<file path="config.mk">
export PLATFORM = sky130hd
export DESIGN_NAME = ifu_fetch
export DESIGN_NICKNAME = d
export VERILOG_FILES = /design/src/rtl/cpu_pkg.sv /design/src/rtl/ifu_fetch_buf.sv /design/src/rtl/ifu_fetch.sv
export SDC_FILE = /design/constraint.sdc
export NUM_CORES = 1
export LEC_CHECK = 0
export BUFFER_PORTS_ARGS = -buffer_cell sky130_fd_sc_hd__clkbuf_2
export CORE_MARGIN = 4
export CORE_UTILIZATION = 45
export DETAILED_ROUTE_END_ITERATION = 8
export PLACE_DENSITY_LB_ADDON = 0.2
export SYNTH_ARGS = -nofsm -noshare
export SYNTH_HDL_FRONTEND = slang
export SYNTH_SLANG_ARGS = --single-unit
</file>
<file path="constraint.sdc">
create_clock -name clk -period 4.6 [get_ports clk]
set_clock_uncertainty 0.05 [all_clocks]
set_input_delay 1.38 -clock clk [delete_from_list [all_inputs] [get_ports clk]]
set_output_delay 1.38 -clock clk [all_outputs]
set_load 0.02 [all_outputs]
</file>
<file path="src/rtl/cpu_pkg.sv">
// Shared CPU constants and the fetch-entry layout used by the instruction fetch unit.
package cpu_pkg;

  // Bytes per instruction; the sequential PC step.
  localparam int unsigned INST_BYTES   = 4;
  // Instruction memory read latency in cycles (registered dout).
  localparam int unsigned IMEM_LATENCY = 1;
  // Default first fetch address after reset.
  localparam logic [31:0] DEFAULT_RESET_PC = 32'h0000_0000;

  // One buffered fetch result, data in the upper half, PC in the lower half.
  typedef struct packed {
    logic [31:0] data;
    logic [31:0] pc;
  } fetch_entry_t;

endpackage

</file>
<file path="src/rtl/ifu_fetch_buf.sv">
// Two-entry program-order FIFO for fetched words. The head entry is held in a
// register so decode sees registered outputs. Flush empties it in one edge.
module ifu_fetch_buf #(
  parameter int unsigned W = 64
) (
  input  logic         clk,
  input  logic         rst,
  input  logic         flush,
  input  logic         push,
  input  logic [W-1:0] push_data,
  input  logic         pop,
  output logic [1:0]   count,
  output logic         head_valid,
  output logic [W-1:0] head_data
);

  logic [W-1:0] entry0_q;  // head
  logic [W-1:0] entry1_q;
  logic [1:0]   count_q;

  // Occupancy and entry storage; pop is only ever asserted with count_q != 0.
  always_ff @(posedge clk) begin
    if (rst) begin
      entry0_q <= '0;
      entry1_q <= '0;
      count_q  <= 2'd0;
    end else if (flush) begin
      count_q  <= 2'd0;
    end else begin
      unique case ({push, pop})
        2'b10: begin
          if (count_q == 2'd0) entry0_q <= push_data;
          else                 entry1_q <= push_data;
          count_q <= count_q + 2'd1;
        end
        2'b01: begin
          entry0_q <= entry1_q;
          count_q  <= count_q - 2'd1;
        end
        2'b11: begin
          if (count_q == 2'd2) begin
            entry0_q <= entry1_q;
            entry1_q <= push_data;
          end else begin
            entry0_q <= push_data;
          end
        end
        default: ;
      endcase
    end
  end

  assign count      = count_q;
  assign head_valid = (count_q != 2'd0);
  assign head_data  = entry0_q;

endmodule

</file>
<file path="src/rtl/ifu_fetch.sv">
// Instruction fetch unit: drives word-aligned addresses into a 1-cycle-latency
// instruction memory, pairs each returned word with its PC and hands it to decode
// over valid/ready. Redirects flush everything fetched or in flight.
// Optional feature macro: IFU_FETCH_ALIGN_CHK_EN adds the fetch_misalign output.
module ifu_fetch
  import cpu_pkg::*;
#(
  parameter int unsigned         A_WIDTH  = 32,
  parameter int unsigned         D_WIDTH  = 32,
  parameter logic [A_WIDTH-1:0]  RESET_PC = A_WIDTH'(DEFAULT_RESET_PC)
) (
  input  logic               clk,
  input  logic               rst,
  output logic [A_WIDTH-1:0] imem_addr,
  input  logic [D_WIDTH-1:0] imem_dout,
  input  logic               redirect_valid,
  input  logic [A_WIDTH-1:0] redirect_pc,
  output logic               inst_valid,
  output logic [D_WIDTH-1:0] inst_data,
  output logic [A_WIDTH-1:0] inst_pc,
  input  logic               inst_ready
`ifdef IFU_FETCH_ALIGN_CHK_EN
  ,output logic              fetch_misalign
`endif
);

  localparam int unsigned EW = D_WIDTH + A_WIDTH;

  logic [A_WIDTH-1:0] pc_q;
  logic               inflight_q;
  logic [A_WIDTH-1:0] inflight_pc_q;

  logic [1:0]    buf_count;
  logic          buf_valid;
  logic [EW-1:0] buf_head;
  logic          pop;
  logic          push;
  logic          issue;
  logic [2:0]    occupancy;

  // Credit: words that will be held or still arriving after this edge must fit in two slots.
  always_comb begin
    pop       = inst_valid & inst_ready;
    occupancy = 3'(buf_count) + 3'(inflight_q) - 3'(pop);
    issue     = !redirect_valid && (occupancy < 3'd2);
    push      = inflight_q & !redirect_valid;
  end

  // PC and in-flight tracking; redirect overrides issue, reset overrides all.
  always_ff @(posedge clk) begin
    if (rst) begin
      pc_q          <= RESET_PC;
      inflight_q    <= 1'b0;
      inflight_pc_q <= '0;
    end else if (redirect_valid) begin
      pc_q       <= {redirect_pc[A_WIDTH-1:2], 2'b00};
      inflight_q <= 1'b0;
    end else if (issue) begin
      pc_q          <= pc_q + A_WIDTH'(INST_BYTES);
      inflight_q    <= 1'b1;
      inflight_pc_q <= pc_q;
    end else begin
      inflight_q <= 1'b0;
    end
  end

  ifu_fetch_buf #(
    .W (EW)
  ) u_buf (
    .clk        (clk),
    .rst        (rst),
    .flush      (redirect_valid),
    .push       (push),
    .push_data  ({imem_dout, inflight_pc_q}),
    .pop        (pop),
    .count      (buf_count),
    .head_valid (buf_valid),
    .head_data  (buf_head)
  );

  assign imem_addr  = pc_q;
  assign inst_valid = buf_valid;
  assign inst_data  = buf_head[EW-1:A_WIDTH];
  assign inst_pc    = buf_head[A_WIDTH-1:0];

`ifdef IFU_FETCH_ALIGN_CHK_EN
  logic misalign_q;

  // One-cycle flag after a redirect to a non-word-aligned target.
  always_ff @(posedge clk) begin
    if (rst) misalign_q <= 1'b0;
    else     misalign_q <= redirect_valid & (|redirect_pc[1:0]);
  end

  assign fetch_misalign = misalign_q;
`else
  // Low target bits are dropped silently when the alignment check is not built.
  logic unused_redirect_lsb;
  assign unused_redirect_lsb = ^redirect_pc[1:0];
`endif

endmodule
</file>
; ---- Word level (Yosys, flattened, before mapping)
; Index checks and enable logic that the tools add are counted.
; Widths: inputs -> output; s select.
[classes]
n_mux = 10
reduce_logical = 12
n_lt_le_gt_ge = 1
n_eq_ne = 7
addsub = 5
bitwise_logic = 3
[op_table]
columns = op, n
row1 = $mux 64, 4
row2 = $pmux 64 s3, 1
row3 = $pmux 64 s2, 1
row4 = $mux 32, 2
row5 = $add 32x3->32 const B, 1
row6 = $reduce_bool 2->1, 4
row7 = $eq 2x2->1 const B, 3
row8 = $ne 2x1->1 const B, 2
row9 = $pmux 2 s2, 1
row10 = $reduce_and 4->1, 1
row11 = $add 2x1->3, 1
row12 = $lt 3x2->1 const B, 1
row13 = $reduce_and 3->1, 1
row14 = $reduce_bool 3->1, 1
row15 = $sub 3x1->3, 1
row16 = $add 2x1->2 const B, 1
row17 = $and 1x1->1, 2
row18 = $eq 2x1->1 const B, 1
row19 = $logic_not 2->1, 1
row20 = $ne 2x2->1 const B, 1
row21 = $reduce_and 2->1, 1
row22 = $reduce_or 2->1, 1
row23 = $sub 2x1->2 const B, 1
row24 = $logic_and 1x1->1, 1
row25 = 3 further kinds, 3
[word_totals]
wordCells = 45
in_bits = 68
register_bits = 195

; ---- Depth between registers and ports, before layout
[logic_depth]
depth_word = 7
depth_mapped = 12
depth_no_buf = 9

; ---- Cells and area by module
; A second synthesis with hierarchy kept.
[hier_totals]
hier_cells = 1088
hier_area_um2 = 8811.0
[by_module_without_submodules]
columns = mod, area_each_um2, cells_each, n_inst, seq_area_each_um2
row1 = ifu_fetch_buf, 5740.5, 692, 1, 2602.5
row2 = ifu_fetch, 3070.4, 396, 1, 1221.2

; ---- Worst setup path before layout
; No wires, ideal clock.
[synth_timing]
kind = input to register
startpoint = input inst_ready
endpoint = register pc_q[30], in the netlist imem_addr[30]
arrival_time_ns = 4.107
setup_time_ns = 0.091
setup_slack_ns = 0.352
stages = 11
path_cell_list = o21ai_1 inv_1 ha_1 nand2b_1 fa_1 buf_2 nand2_1 or4_1 buf_2 or4_1 a311oi_1
[synth_between]
elab_chain_cells = 5
[synth_lines]
columns = item, line_no
row1 = "start, declared", ifu_fetch.sv:21  ; input logic inst_ready
row2 = $and 1x1->1, ifu_fetch.sv:43  ; pop = inst_valid & inst_ready;
row3 = $sub 3x1->3, ifu_fetch.sv:44  ; occupancy = 3'(buf_count) + 3'(inflight_q) - 3'(pop);
row4 = $lt 3x2->1, ifu_fetch.sv:45  ; issue = !redirect_valid && (occupancy < 3'd2);
row5 = $logic_and 1x1->1, ifu_fetch.sv:45
row6 = $reduce_bool 2->1 (no line), -
row7 = "end signal, assigned", ifu_fetch.sv:56  ; pc_q <= {redirect_pc[A_WIDTH-1:2], 2'b00};
row8 = "end signal, assigned", ifu_fetch.sv:59  ; pc_q <= pc_q + A_WIDTH'(INST_BYTES);
row9 = "end, declared", ifu_fetch.sv:29  ; logic [A_WIDTH-1:0] pc_q;
; No other way between the ends.
; A chain may end at the register's enable or synchronous reset.

; ---- Worst setup path after layout
; Ends and elaborated chain as after synthesis.

==> results.tsv <==
stage	metric	value	unit
clock_network	post_cts_buffers	0	
drt	drc_errors	0	
grt	grt_pass1_wl	35900	um
synthesis	yosys.area_share.simple	18.6	%
synthesis	synthAdderAreaFrac	1.03	%
timing	slew_headroom	52.1	%
pwr	leakage	3.44	nW
synthesis	synth_edf_count	0	
job	cap_viol_max_count	0	
timing	finalMaxSlewViolations	0	
timing	finalCriticalPeriod	4070	ps
synthesis	ys_seq_area_share	46.9	%
synthesis	async_flop_share	0	%
synthesis	yosysTopAreaCell	dfxtp_1	
synthesis	synth.distinct_cells	49	
drt	drt_iter0_drc	732	
synthesis	ys_seq_elements	187	
synthesis	synth_warnings	0	
clock_network	cts_inserted_buffers	17	
clock_network	htreeDepth	4	
timing	finalCritPeriodShare	88.4	%
finish	antenna_cells	0	
synthesis	synthXorXnorAreaFrac	1.44	%
synthesis	netlist_top_cells_area	dfxtp_1 47%, a211oi_1 6.5%, a21oi_1 6.1%	
finish	drive_above_1_share	20.3	%
synthesis	synthMuxAreaShare	0	%
clock_network	cts_sinks	187	
place	io_buffer_count	158	
floorplanning	start_util	46.0	%
place	place_hpwl	13800	um
critical_path	worstPathRequired	4880	ps
finish	num-nets-final	1145	
timing	worst_pin_slew	719	ps
synthesis	synth_top_family_by_area	compound AO/OA/AOI/OAI gates	
synthesis	synth_ff_type	dfxtp_1	
timing	rsz0062_at_grt	false	
timing	max_freq	0.246	GHz
pwr	power_density	378	nW/um2
floorplanning	num_rows	48	
worst_hold_path	min_path_type	reg2reg	
critical_path	crit_arrival	4350	ps
critical_path	crit_fanout	10	
floorplanning	die_y	141	um
drt	via_per_inst	5.75	
floorplanning	dieArea	19900	um2
floorplanning	die_w	141	um
drt	vias	7522	
synthesis	avgSynthCellArea	8.26	um2
timing	tns	0	ps
floorplanning	pin_count	165	
grt	grt_pass1_vias	6963	
clock_network	cts-root-buf	clkbuf_16	
pwr	peakVddDrop	0.280	mV
synthesis	netlist_instances	967	
clock_network	path_clk_slew	60	ps
clock_network	clock_path_buffers	2	
place	pre_cts_ws	126	ps
floorplanning	core-area	17400	um2
clock_network	clk_latency	430	ps
synthesis	syn_area	7990	um2
synthesis	yosysTopAreaCellShare	46.9	%
run_status	status	finished, final reports clean	
critical_path	end_kind	register	
drt	dr.pass1.iters	6	
critical_path	start_kind	primary input	
finish	area_growth	18.8	%
synthesis	synth-compound-area-share	26.6	%
clock_network	cts_tree	done	
grt	grt_antenna_before_repair	0	
drt	wl_per_cell	16.8	um
clock_network	post_cts_resized	0	
timing	setup_violations	0	
drt	routed_wl	21900	um
timing	finalHoldViolCount	0	
clock_network	hold_buffers	0	
drt	ant_nets	0	
grt	grt-ovfl-total	0	
grt	grt_max_degree	125	
critical_path	criticalPathCategory	in2reg	
timing	final.setup.worst_slack	533	ps
grt	grt_usage	21.6	%
place	place_congestion	0.820	
area by class of cell:
cell class,count,area [um2]
clock buffers,24,492
clock inverters,7,65.1
fillers,1671,7860
inverters,10,37.5
multi-input cells,676,3890
flip-flops and latches,187,3740
well taps,225,282
repair buffers,179,980
state kept, by name, indices dropped and copies added (netlist names):
register         flops
u_buf.count          2
inflight_pc_q       30
imem_addr           30
u_buf.entry1_q      62
inflight_q           1
u_buf.head_data     62
final timing paths:
path | startpoint | end | slack (ps) | depth (start not counted)
worst max register to register | u_buf.count[1] | imem_addr[30] | 1000 | 10
worst max-delay path | inst_ready | imem_addr[30] | 530 | 10
worst min register to register | inflight_pc_q[14] | u_buf.entry1_q[14] | 420 | 2
worst min-delay path | inflight_pc_q[14] | u_buf.entry1_q[14] | 420 | 2
metal layers:
metal  vias to the layer above  global-route usage, %  share of wire [%]
li1                       3750                      -                  -
met1                      3501                   32.6                 48
met2                       249                   31.4                 44
met3                        22                   3.60                6.6
met4                         0                   6.68                1.1
met5                         -                      0                  0
layout by cell type, fill, tap and decap left out, types with 2 or more instances in the layout:
cell / Yosys / layout
o31ai_1: 8 / 8
dfxtp_1: 187 / 187
clkbuf_2: 0 / 157
inv_1: 8 / 8
a22oi_1: 62 / 62
buf_4: 4 / 19
or4_1: 14 / 14
xnor2_1: 6 / 6
nand2b_1: 2 / 2
or2_2: 3 / 3
nor4_1: 7 / 7
clkbuf_16: 0 / 17
a21oi_4: 0 / 2
xor2_1: 4 / 4
clkbuf_1: 77 / 3
nor3_1: 10 / 9
conb_1: 1 / 4
nand3_1: 77 / 77
clkinvlp_4: 0 / 2
ha_1: 5 / 5
buf_12: 0 / 2
nor2_1: 95 / 95
clkbuf_8: 0 / 4
a211oi_1: 69 / 69
a2111oi_0: 4 / 4
a21boi_0: 2 / 2
a21oi_1: 97 / 95
nand2_1: 82 / 81
clkinv_2: 0 / 4
nor3b_1: 2 / 2
and4_1: 5 / 5
or3_1: 9 / 9
a311oi_1: 14 / 14
o21ai_0: 70 / 70
nand4_1: 9 / 9
per-stage QoR:
stage                     util (%)  total power [mW]  std cells  hold slack (ps)  instance area, um2
after detailed placement      51.5              2.24       1277              416                8940
after global routing          54.7              3.74       1308              444                9490
final                         54.7              3.59       1308              421                9490
after CTS                     54.7              3.62       1308              424                9490
after floorplan                  -              2.07        970              400                8000
after global placement        51.5              2.23       1277              410                8940
kinds of logic after synthesis:
family | Yosys count
flops | 187
fa+ha+maj | 6
buf+inv | 107
compound gates | 335
xor+xnor | 11
simple gates | 320
other cells | 1
synthesized netlist by cell type (all sizes together), types with 2 or more instances:
cell and instances:
dfxtp 187, a21oi 97, nor2 95, nand2 82
clkbuf 77, nand3 77, o21ai 71, a211oi 69
a22oi 62, buf 20, a311oi 14, or4 14
nor3 10, inv 9, nand4 9, or3 9
o31ai 8, nor4 7, xnor2 6, and4 5
ha 5, xor2 5, a2111oi 4, or2 3
a21boi 2, nand2b 2, nor3b 2
worst max-delay path: stages:
cell and delay (ps):
clkbuf_2 80, o21ai_1 90, inv_1 100, ha_1 280, nand2b_1 160, fa_1 630, nand2_1 120, or4_1 710
or4_1 530, a311oi_1 270
where the power goes:
| part | total [mW] | internal [mW] | switching (mW) |
|---|---|---|---|
| combinational | 0.429 | 0.150 | 0.278 |
| sequential | 1.77 | 1.70 | 0.0746 |
| clock | 1.39 | 0.797 | 0.591 |
(Power assumes the default switching activity.)
